## config.mk

```make
export PLATFORM = sky130hd
export DESIGN_NAME = imm_decode_stage
export DESIGN_NICKNAME = d
export VERILOG_FILES = /design/src/rtl/imm_decode_stage.sv
export SDC_FILE = /design/constraint.sdc
export NUM_CORES = 1
export LEC_CHECK = 0
export ABC_AREA = 1
export BUFFER_PORTS_ARGS = -buffer_cell sky130_fd_sc_hd__buf_2
export CORE_MARGIN = 2
export CORE_UTILIZATION = 50
export DETAILED_ROUTE_END_ITERATION = 8
export GPL_TIMING_DRIVEN = 0
export PLACE_DENSITY = 0.73
export REMOVE_ABC_BUFFERS = 1
export SETUP_SLACK_MARGIN = 0.2
export SLEW_MARGIN = 20
export SYNTH_ARGS = -nofsm -noshare
export SYNTH_HDL_FRONTEND = slang
export SYNTH_SLANG_ARGS = --single-unit
```

## constraint.sdc

```tcl
create_clock -name clk -period 1.4 [get_ports clk]
set_clock_uncertainty 0.1 [all_clocks]
set_input_delay 0.21 -clock clk [delete_from_list [all_inputs] [get_ports clk]]
set_output_delay 0.21 -clock clk [all_outputs]
set_load 0.01 [all_outputs]
```

## src/rtl/imm_decode_stage.sv

```systemverilog
// Immediate decode stage: RV immediate extraction into a 2-entry output FIFO.
// Optional accepted-instruction counter enabled by defining IMM_DECODE_CNT_EN.
module imm_decode_stage #(
   parameter int XLEN = 32
) (
   input  logic            clk,
   input  logic            rstn,
   input  logic            flush,
   input  logic            in_valid,
   output logic            in_ready,
   input  logic [31:0]     in_instr,
   output logic            out_valid,
   input  logic            out_ready,
   output logic [XLEN-1:0] out_imm,
   output logic [2:0]      out_type,
   output logic            out_illegal
`ifdef IMM_DECODE_CNT_EN
  ,output logic [15:0]     acc_cnt
`endif
);

   generate
      if (XLEN != 32 && XLEN != 64) begin : g_bad_xlen
         $error("imm_decode_stage: XLEN must be 32 or 64");
      end
   endgenerate

   typedef struct packed {
      logic [XLEN-1:0] imm;
      logic [2:0]      ty;
      logic            ill;
   } ent_t;

   localparam logic [2:0] T_I = 3'd0;
   localparam logic [2:0] T_S = 3'd1;
   localparam logic [2:0] T_B = 3'd2;
   localparam logic [2:0] T_J = 3'd3;
   localparam logic [2:0] T_U = 3'd4;
   localparam logic [2:0] T_R = 3'd5;
   localparam logic [2:0] T_X = 3'd7;

   logic [6:0]         opc;
   logic               is_i;
   logic               is_s;
   logic               is_b;
   logic               is_j;
   logic               is_u;
   logic               is_r;
   logic               is_sh;
   logic signed [31:0] imm32;
   ent_t               dec;

   assign opc   = in_instr[6:0];
   assign is_i  = (opc == 7'b0010011) || (opc == 7'b0000011) ||
                  (opc == 7'b1100111) || (opc == 7'b1110011);
   assign is_s  = (opc == 7'b0100011);
   assign is_b  = (opc == 7'b1100011);
   assign is_j  = (opc == 7'b1101111);
   assign is_u  = (opc == 7'b0110111) || (opc == 7'b0010111);
   assign is_r  = (opc == 7'b0110011);
   // funct3 001/101 on OP-IMM carries a shift amount, not a signed imm
   assign is_sh = (opc == 7'b0010011) && (in_instr[13:12] == 2'b01);

   always_comb begin
      imm32   = '0;
      dec.ty  = T_X;
      dec.ill = 1'b0;
      unique case (1'b1)
         is_i: begin
            dec.ty = T_I;
            if (is_sh) begin
               if (XLEN == 64) imm32 = {26'b0, in_instr[25:20]};
               else            imm32 = {27'b0, in_instr[24:20]};
            end else begin
               imm32 = {{20{in_instr[31]}}, in_instr[31:20]};
            end
         end
         is_s: begin
            dec.ty = T_S;
            imm32  = {{20{in_instr[31]}}, in_instr[31:25],
                      in_instr[11:7]};
         end
         is_b: begin
            dec.ty = T_B;
            imm32  = {{19{in_instr[31]}}, in_instr[31], in_instr[7],
                      in_instr[30:25], in_instr[11:8], 1'b0};
         end
         is_j: begin
            dec.ty = T_J;
            imm32  = {{11{in_instr[31]}}, in_instr[31],
                      in_instr[19:12], in_instr[20],
                      in_instr[30:21], 1'b0};
         end
         is_u: begin
            dec.ty = T_U;
            imm32  = {in_instr[31:12], 12'b0};
         end
         is_r: begin
            dec.ty = T_R;
         end
         default: begin
            dec.ty  = T_X;
            dec.ill = 1'b1;
         end
      endcase
      dec.imm = XLEN'(imm32);
   end

   ent_t       mem [2];
   logic [1:0] occ;
   logic       wr_ptr;
   logic       rd_ptr;
   logic       rdy_en;
   logic       push;
   logic       pop;

   // rdy_en holds off acceptance until the first edge after reset release
   assign in_ready  = rdy_en && !occ[1] && !flush;
   assign out_valid = (occ != 2'd0);
   assign push      = in_valid && in_ready;
   assign pop       = out_valid && out_ready;

   always_ff @(posedge clk or negedge rstn) begin
      if (!rstn) begin
         rdy_en <= 1'b0;
      end else begin
         rdy_en <= 1'b1;
      end
   end

   always_ff @(posedge clk or negedge rstn) begin
      if (!rstn) begin
         occ    <= 2'd0;
         wr_ptr <= 1'b0;
         rd_ptr <= 1'b0;
      end else if (flush) begin
         occ    <= 2'd0;
         wr_ptr <= 1'b0;
         rd_ptr <= 1'b0;
      end else begin
         if (push) wr_ptr <= ~wr_ptr;
         if (pop)  rd_ptr <= ~rd_ptr;
         unique case ({push, pop})
            2'b10:   occ <= occ + 2'd1;
            2'b01:   occ <= occ - 2'd1;
            default: occ <= occ;
         endcase
      end
   end

   always_ff @(posedge clk or negedge rstn) begin
      if (!rstn) begin
         mem[0] <= '0;
         mem[1] <= '0;
      end else if (push) begin
         mem[wr_ptr] <= dec;
      end
   end

   ent_t head;

   always_comb begin
      head = mem[rd_ptr];
      if (!out_valid) head = '0;
   end

   assign out_imm     = head.imm;
   assign out_type    = head.ty;
   assign out_illegal = head.ill;

`ifdef IMM_DECODE_CNT_EN
   always_ff @(posedge clk or negedge rstn) begin
      if (!rstn) begin
         acc_cnt <= 16'd0;
      end else if (push && acc_cnt != 16'hFFFF) begin
         acc_cnt <= acc_cnt + 16'd1;
      end
   end
`endif

endmodule

```

==> metrics.md, run 1 <==
| Metric | Value |
|---|---|
| Status | `finished, violations left` |
| First-pass GRT wire length | `26100 µm` |
| Top cells by area, synth | `dfrtp_1, nand2_1, a21oi_1, nand3_1, nand2_2` |
| Nets | `769` |
| Unique masters post-synth | `24` |
| FILL cells | `330` |
| Post-DP HPWL | `7000 µm` |
| Num CTS Buffers | `9` |
| Arr. time, crit path | `1.69 ns` |
| Seq/Total Area, Yosys | `0.453` |
| Final period util | `1.43` |
| Die W | `96.2 µm` |
| Final hold viol count | `0` |
| CP max FO | `7` |
| Clock sink total | `77` |
| Largest area contributor in the netlist | `dfrtp_1` |
| Cell area after synthesis | `4250 µm²` |
| Placed Instance Area | `4690 µm²` |
| RR Startpoint | `occ[1]` |
| Fraction of layout cells with a size suffix above 1 | `0.563` |
| Reg clk slew, reported paths | `0.09 ns` |
| # H-tree levels | `3` |
| Util after Layout | `0.867` |
| Final antenna-violating net count | `0` |
| Worst setup path class | `flop to output pin` |
| Routability cong. | `0.795` |
| Gr usage total | `0.389` |
| Reg area | `1930 µm²` |
| Overall power | `8990 µW` |
| Setup repair after global routing missed its margin | `yes` |
| Maximum clock insertion buffer count | `2` |
| Yosys top cell area share | `0.453` |
| Vias post-DR | `5664` |
| CP startpoint kind | `flop` |
| Die Span Y | `96.2 µm` |
| Failing checks | `setup timing` |
| Syn. warnings | `0` |
| Worst hold path startpoint | `in_instr[29]` |
| Initial antenna violation count | `0` |
| Critical-path top delay cell | `dfrtp_4` |
| Drt total wl | `22800 µm` |
| Buf/Inv on CP | `3` |
| Slew at the pin closest to its max-slew limit | `0.573 ns` |
| Avg Cell Area, Syn | `7.06 µm²` |
| CTS tree | `built` |
| Static leakage | `0.00363 µW` |
| Commonest non-fill, non-tap cell in the layout | `nand2_1` |
| Setup WS post-layout | `-0.603 ns` |
| DRT iter0 DRCs | `1041` |
| Synth Instances | `602` |
| Worst setup path startpoint | `rd_ptr` |
| Most frequent cells in the layout | `nand2_1, nand2_2, dfrtp_1` |
| Vias in the first global route | `4995` |
| Largest net degree at the start of global routing | `47` |
| CP max stage delay | `0.56 ns` |
| Mean routed wirelength per cell | `27.0 µm` |
| First-pass iteration count of the detailed router | `9` |
| Pwr Density | `1260 nW/µm²` |
| Hold WS | `0.0170 ns` |
| Area of the multi-input gates | `2980 µm²` |
| N_diodes | `0` |
| Row count | `33` |
| Clock root cell | `clkbuf_8` |
| GR Overflow Total | `0` |
| Final setup viols | `114` |
| Fmax | `499 MHz` |
| Final Cell Area | `7120 µm²` |
| Clock latency on the worst-skew pair | `0.39 ns` |
| Seq cells post-synth | `77` |
| CP top delay family | `flip-flops` |
| Critical path, cell by cell | `buf_6 > buf_16 > nand2_1 > a21oi_4 > buf_2` |
| Slew Viols, Final | `0` |
| MaxCap Viol Count | `0` |
| Area Growth Syn to Fin | `67.5%` |
| Max IR drop VDD | `637 µV` |
| Worst EP required | `1.09 ns` |
| # DRC | `0` |
| Total die area | `9260 µm²` |
| Core Footprint | `8220 µm²` |
| Via density | `6.73` |
| Ports | `75` |
| Rel. slew slack | `0.614` |
| Worst min-delay path category | `primary input to flop` |
| Port Buffers | `74` |
| Worst setup EP type | `output pin` |
| Min Tclk post-route | `2.00 ns` |
| Initial core utilization | `0.517` |
per-layer routing:
metal | share of wire | track usage | up-vias
met5 | 0 | 0 | -
met4 | 0.12 | 0.300 | 0
met2 | 0.42 | 0.593 | 624
met1 | 0.32 | 0.482 | 2615
li1 | - | - | 2141
met3 | 0.14 | 0.0775 | 284
synth_stat cells (all sizes together):
cell type	instances
buf	16
nand4	1
xor2	1
nand2	314
dfrtp	77
inv	37
o21bai	1
o21ai	20
nand3	32
a21oi	56
nand3b	1
nor2	29
clkbuf	16
conb	1
through the flow:
step	setup slack (ns)	std cells	TNS (ns)
after detailed placement	-1.21	753	-88.34
final	-0.603	842	-43.48
after floorplan	-1.13	570	-76.15
after global routing	-0.587	842	-46.81
after global placement	-2.34	749	-227.81
after CTS	-0.443	826	-34.04
state kept, by name, indices dropped and copies added (netlist names):
name,count
occ,2
rd_ptr,1
mem,72
rdy_en,1
wr_ptr,1
layout make-up:
cell class,instances,share of cell area
timing repair buffer,135,0.205
clock buffer,12,0.0204
timing repair inverter,14,0.0346
sequential,77,0.271
clock inverter,4,0.00334
inverter,37,0.0288
tap,105,0.0184
multi-input combinational,458,0.418
worst paths after layout:
kind	to	slack, ns	cells after the start
worst max register to register	mem[64]	-0.42	10
max in group asynchronous	rd_ptr	0.38	3
worst max-delay path	out_imm[24]	-0.60	5
worst min-delay path	mem[13]	0.02	3
min in group asynchronous	mem[41]	0.21	2
worst min register to register	mem[5]	0.40	2
logic make-up (layout without fill, tap and decap cells):
family                    count (synthesis)  after routing  share of synthesized area
DFF                                      77             77                      0.453
xor gates and xnor gates                  1              1                    0.00206
buffers and inverters                    69            202                     0.0756
and+or+nand+nor                         377            379                      0.377
other                                     1              1                   0.000882
AOI/OAI and AO/OA                        77             77                     0.0912
where the power goes:
part           total (µW)  switching (µW)  leakage (µW)  internal (µW)
sequential           2940             398       0.00104           2540
combinational        4400            2500       0.00250           1900
clock                1650             955     0.0000905            693
worst reg2reg max path, cell delays in order (launching register included):
cell,delay (ns)
dfrtp_2,0.44
buf_6,0.14
nor2_4,0.09
nand3_4,0.10
buf_6,0.15
nor2_4,0.15
buf_12,0.21
buf_12,0.14
inv_12,0.05
nand2_2,0.07
nand2_1,0.07
timing repair:
item,4_1_cts,5_1_grt
buffers inserted,32,14
pin swaps,75,45
hold endpoints to repair,31,0
hold buffers,1,0
resized for setup,196,182
endpoints found under the setup margin,114,114
cloned,24,2
No activity file was read; power rests on OpenSTA's default activity.
==> inputs of run 2 (changes only) <==
--- a/config.mk
+++ b/config.mk
@@ -18,3 +18,4 @@
 export SYNTH_ARGS = -nofsm -noshare
 export SYNTH_HDL_FRONTEND = slang
 export SYNTH_SLANG_ARGS = --single-unit
+export TNS_END_PERCENT = 50
==> metrics.md, run 2 (same netlist as run 1, synthesis figures left out) <==
| Metric | Value |
|---|---|
| Status | `finished, violations left` |
| Failing checks | `setup timing` |
| # H-tree levels | `3` |
| Biggest register | `mem` |
| Vias in the first global route | `4434` |
| Largest regs | `mem x72, occ x2` |
| Dpl cells | `753` |
| Row count | `33` |
| Die W | `96.2 µm` |
| CP top delay family | `flip-flops` |
| Worst min-delay path category | `primary input to flop` |
| Static leakage | `0.00326 µW` |
| Commonest non-fill, non-tap cell in the layout | `nand2_1` |
| Num CTS Buffers | `9` |
| Worst setup EP type | `output pin` |
| Largest net degree at the start of global routing | `47` |
| Setup TNS | `-35.83 ns` |
| N_diodes | `0` |
| Arr. time, crit path | `1.58 ns` |
| DRT iter0 DRCs | `432` |
| Pwr Density | `1250 nW/µm²` |
| FILL cells | `564` |
| Final Cell Area | `6210 µm²` |
| Reg-to-reg slack, setup | `-0.38 ns` |
| CTS tree | `built` |
| Most frequent cells in the layout | `nand2_1, nand2_2, dfrtp_1` |
| Worst EP required | `1.09 ns` |
| Vias post-DR | `4746` |
| Area Growth Syn to Fin | `46.1%` |
| # DRC | `0` |
| CP max FO | `8` |
| Util after Layout | `0.756` |
| Buf/Inv on CP | `3` |
| Mean routed wirelength per cell | `18.9 µm` |
| Initial core utilization | `0.517` |
| Setup WS post-layout | `-0.489 ns` |
| Maximum clock insertion buffer count | `2` |
| Non-filler cells, final | `815` |
| Final period util | `1.35` |
| Port Buffers | `74` |
| MaxCap Viol Count | `0` |
| Post-DP HPWL | `7000 µm` |
| Max IR drop VDD | `595 µV` |
| Critical path, cell by cell | `buf_12 > inv_16 > nand2_2 > a21oi_2 > buf_2` |
| Final antenna-violating net count | `0` |
| Final setup viols | `113` |
| Clock latency on the worst-skew pair | `0.36 ns` |
| Setup repair after global routing missed its margin | `yes` |
| Gr usage total | `0.326` |
| Placed Instance Area | `4690 µm²` |
| Clock sink total | `77` |
| Max reg flops | `72` |
| Critical-path top delay cell | `dfrtp_4` |
| Drt total wl | `15400 µm` |
| Nets | `742` |
| First-pass iteration count of the detailed router | `5` |
| Initial antenna violation count | `0` |
| Clock root cell | `clkbuf_8` |
| Slew Viols, Final | `0` |
| First-pass GRT wire length | `22400 µm` |
| Reg clk slew, reported paths | `0.09 ns` |
| Die Span Y | `96.2 µm` |
| GR Overflow Total | `0` |
| Via density | `5.82` |
| Core Footprint | `8220 µm²` |
| CP max stage delay | `0.58 ns` |
| Routability cong. | `0.795` |
| Worst setup path class | `flop to output pin` |
| CP startpoint kind | `flop` |
| Fraction of layout cells with a size suffix above 1 | `0.432` |
| Min Tclk post-route | `1.89 ns` |
| Fmax | `529 MHz` |
| Total die area | `9260 µm²` |
| Final hold viol count | `0` |
| Ports | `75` |
## run 2: changes by cell type in the layout (fill, tap and decap cells not counted), moves of 4 or more
cell,change
o21ai_2,-5
nand2_2,-33
nand2_1,+69
nand2_4,-36
buf_12,-9
o21ai_0,+4
buf_4,-7
buf_16,-4
## run 2: worst paths after layout
| kind | cells past startpoint | endpoint | from |
|---|---|---|---|
| hold reg to reg | 2 | mem[51] | mem[51] |
| hold / removal | 3 | mem[13] | in_instr[29] |
| setup reg to reg | 10 | mem[65] | occ[1] |
| min in group asynchronous | 2 | mem[4] | rstn |
| max in group asynchronous | 3 | rd_ptr | rstn |
| setup / recovery | 5 | out_imm[31] | rd_ptr |
## run 2: routing by layer
| layer | track usage | vias to the layer above | wire [µm] |
|---|---|---|---|
| met3 | 0.0587 | 73 | 1660 |
| met5 | 0 | - | 0 |
| li1 | - | 2079 | - |
| met2 | 0.535 | 314 | 7300 |
| met1 | 0.425 | 2280 | 5800 |
| met4 | 0.133 | 0 | 683 |
## run 2: per-stage QoR
stage / power (µW) / setup slack (ns) / hold slack (ns)
after floorplan: 3620 / -1.13 / -0.186
after CTS: 6930 / -0.443 / 0.0141
after global routing: 8040 / -0.518 / 0.0382
final: 7750 / -0.489 / 0.0225
after global placement: 4200 / -2.34 / 0.360
after detailed placement: 4440 / -1.21 / 0.0844
## run 2: final cells by class
| class | instances | area, µm² | share of cell area |
|---|---|---|---|
| multi-input combinational | 457 | 2540 | 0.408 |
| sequential | 77 | 1930 | 0.311 |
| timing repair buffer | 113 | 1080 | 0.173 |
| inverter | 37 | 188 | 0.0302 |
| timing repair inverter | 10 | 179 | 0.0288 |
| clock buffer | 12 | 145 | 0.0234 |
| tap | 105 | 131 | 0.0211 |
| clock inverter | 4 | 23.8 | 0.00383 |
## run 2: power breakdown
part / switching, µW / internal [µW] / leakage [µW]
sequential: 326 / 2540 / 0.00104
combinational: 1890 / 1430 / 0.00213
clock: 869 / 693 / 0.0000905
## run 2: worst min-delay path, delay by kind of cell
family                 cells  cell delay [ns]
buffers and inverters      1             0.10
AND/OR/NAND/NOR            2             0.13
## run 2: what timing repair did
| item | in CTS | in global routing |
|---|---|---|
| setup endpoints to repair | 114 | 114 |
| hold buffers | 1 | 0 |
| setup buffers | 19 | 9 |
| gates cloned | 16 | 1 |
| hold endpoints to repair | 31 | 0 |
| gates resized for setup | 119 | 110 |
| pin swaps | 34 | 35 |
==> inputs of run 3 (changes only) <==
--- a/config.mk
+++ b/config.mk
@@ -8,10 +8,10 @@
 export ABC_AREA = 1
 export BUFFER_PORTS_ARGS = -buffer_cell sky130_fd_sc_hd__buf_2
 export CORE_MARGIN = 2
-export CORE_UTILIZATION = 50
+export CORE_UTILIZATION = 51
 export DETAILED_ROUTE_END_ITERATION = 8
 export GPL_TIMING_DRIVEN = 0
-export PLACE_DENSITY = 0.73
+export PLACE_DENSITY = 0.75
 export REMOVE_ABC_BUFFERS = 1
 export SETUP_SLACK_MARGIN = 0.2
 export SLEW_MARGIN = 20
==> metrics.md, run 3 (same netlist as run 1, synthesis figures left out) <==
| Metric | Value |
|---|---|
| Final hold viol count | `0` |
| CP max FO | `8` |
| Sequential share of power | `0.378` |
| Worst min-delay path category | `primary input to flop` |
| Routability cong. | `0.907` |
| Mean routed wirelength per cell | `19.9 µm` |
| Worst setup EP type | `output pin` |
| Setup repair after global routing missed its margin | `yes` |
| Area Growth Syn to Fin | `45.4%` |
| Failing checks | `setup timing` |
| Core Footprint | `8130 µm²` |
| Biggest register | `mem` |
| First-pass GRT wire length | `22600 µm` |
| Capturing point of the worst reg2reg path | `mem[38]` |
| # DRC | `0` |
| Initial antenna violation count | `0` |
| MaxCap Viol Count | `0` |
| Vias in the first global route | `4459` |
| Setup WS post-layout | `-0.476 ns` |
| Die W | `95.3 µm` |
| Static leakage | `0.00338 µW` |
| CTS tree | `built` |
| Initial core utilization | `0.523` |
| Min Tclk post-route | `1.88 ns` |
| Switching pwr | `2800 µW` |
| Clock latency on the worst-skew pair | `0.36 ns` |
| Nets | `750` |
| Gr usage total | `0.330` |
| Num CTS Buffers | `9` |
| Worst setup path startpoint | `rd_ptr` |
| Fmax | `533 MHz` |
| Row count | `33` |
| Final period util | `1.34` |
| Setup TNS | `-34.28 ns` |
| Pwr Density | `1200 nW/µm²` |
| Maximum clock insertion buffer count | `2` |
| Die Span Y | `95.3 µm` |
| DRT iter0 DRCs | `493` |
| Commonest non-fill, non-tap cell in the layout | `nand2_1` |
| Sw frac | `0.379` |
| Arr. time, crit path | `1.57 ns` |
| Post-DP HPWL | `7120 µm` |
| Reg area | `1930 µm²` |
| Placed Instance Area | `4690 µm²` |
| Vias post-DR | `4803` |
| Part of the power in the clock network | `0.236` |
| Internal power | `4600 µW` |
| Clock sink total | `77` |
| Slew Viols, Final | `0` |
| Max IR drop VDD | `561 µV` |
| Worst Setup EP | `out_imm[28]` |
| Ports | `75` |
| Reg-to-reg slack, setup | `-0.36 ns` |
| Final Cell Area | `6180 µm²` |
| Non-filler cells, final | `823` |
| N_diodes | `0` |
| Clock root cell | `clkbuf_8` |
| Dpl cells | `753` |
| Most frequent cells in the layout | `nand2_1, nand2_2, dfrtp_1` |
| Largest net degree at the start of global routing | `53` |
| Final setup viols | `113` |
| CP startpoint kind | `flop` |
| Final antenna-violating net count | `0` |
| Via density | `5.84` |
| Drt total wl | `16400 µm` |
| Worst EP required | `1.09 ns` |
| # H-tree levels | `3` |
| Max reg flops | `72` |
| Worst setup path class | `flop to output pin` |
| Largest regs | `mem x72, occ x2` |
| Status | `finished, violations left` |
| Total die area | `9080 µm²` |
| Comb pwr share | `0.386` |
| Worst R2R Path Depth | `10` |
| First-pass iteration count of the detailed router | `6` |
| Hold WS | `0.0145 ns` |
| Port Buffers | `74` |
| Area of the multi-input gates | `2470 µm²` |
| FILL cells | `555` |
| Util after Layout | `0.760` |
| Reg clk slew, reported paths | `0.09 ns` |
| RR Startpoint | `occ[1]` |
| GR Overflow Total | `0` |
| Fraction of layout cells with a size suffix above 1 | `0.412` |
[run 3: stage by stage]
stage	setup WS, ns	power [µW]
floorplan	-1.13	3620
global placement	-2.33	4200
detailed placement	-1.22	4450
CTS	-0.433	7020
global route	-0.516	7680
finish	-0.476	7400
[run 3: worst min-delay path by stage]
stage	cells past startpoint	slack, ns	startpoint	end
floorplan	0	-0.19	rstn	mem[0]
global placement	2	0.36	mem[36]	mem[36]
detailed placement	1	0.07	rstn	mem[8]
CTS	3	0.008	in_instr[29]	mem[13]
global route	3	0.008	in_instr[28]	mem[48]
finish	3	0.01	in_instr[28]	mem[48]
[run 3: layout make-up]
class,count,area share
Clock inverter,4,0.00789
Tap cell,105,0.0213
Clock buffer,12,0.0235
Inverter,37,0.0320
Sequential cell,77,0.312
Multi-Input combinational cell,459,0.400
Timing Repair inverter,12,0.0289
Timing Repair Buffer,117,0.174
[run 3: what timing repair did]
item,in CTS,in global routing
hold buffers,1,0
pin swaps,43,56
setup buffers,20,8
gates resized for setup,114,81
hold endpoints to repair,25,0
endpoints found under the setup margin,114,114
gates cloned,17,8
[run 3: metal layers]
layer | track usage | up-vias | wire length (µm)
met5 | 0 | - | 0
met4 | 0.162 | 0 | 1010
met3 | 0.0561 | 105 | 1680
met2 | 0.553 | 352 | 7890
met1 | 0.414 | 2243 | 5800
li1 | - | 2103 | -
[run 3: power groups by stage]
stage	clock network, µW	logic (µW)	registers [µW]
after floorplan	0	860	2760
after global placement	0	1370	2830
after detailed placement	0	1630	2820
after CTS	1720	2530	2760
after global routing	1830	3020	2820
final	1750	2860	2800
[run 3: critical path, stage by stage (launching register included)]
cell     delay [ns]
dfrtp_4        0.54
buf_16         0.19
inv_16         0.09
nand2_2        0.07
a21oi_2        0.15
buf_2          0.14
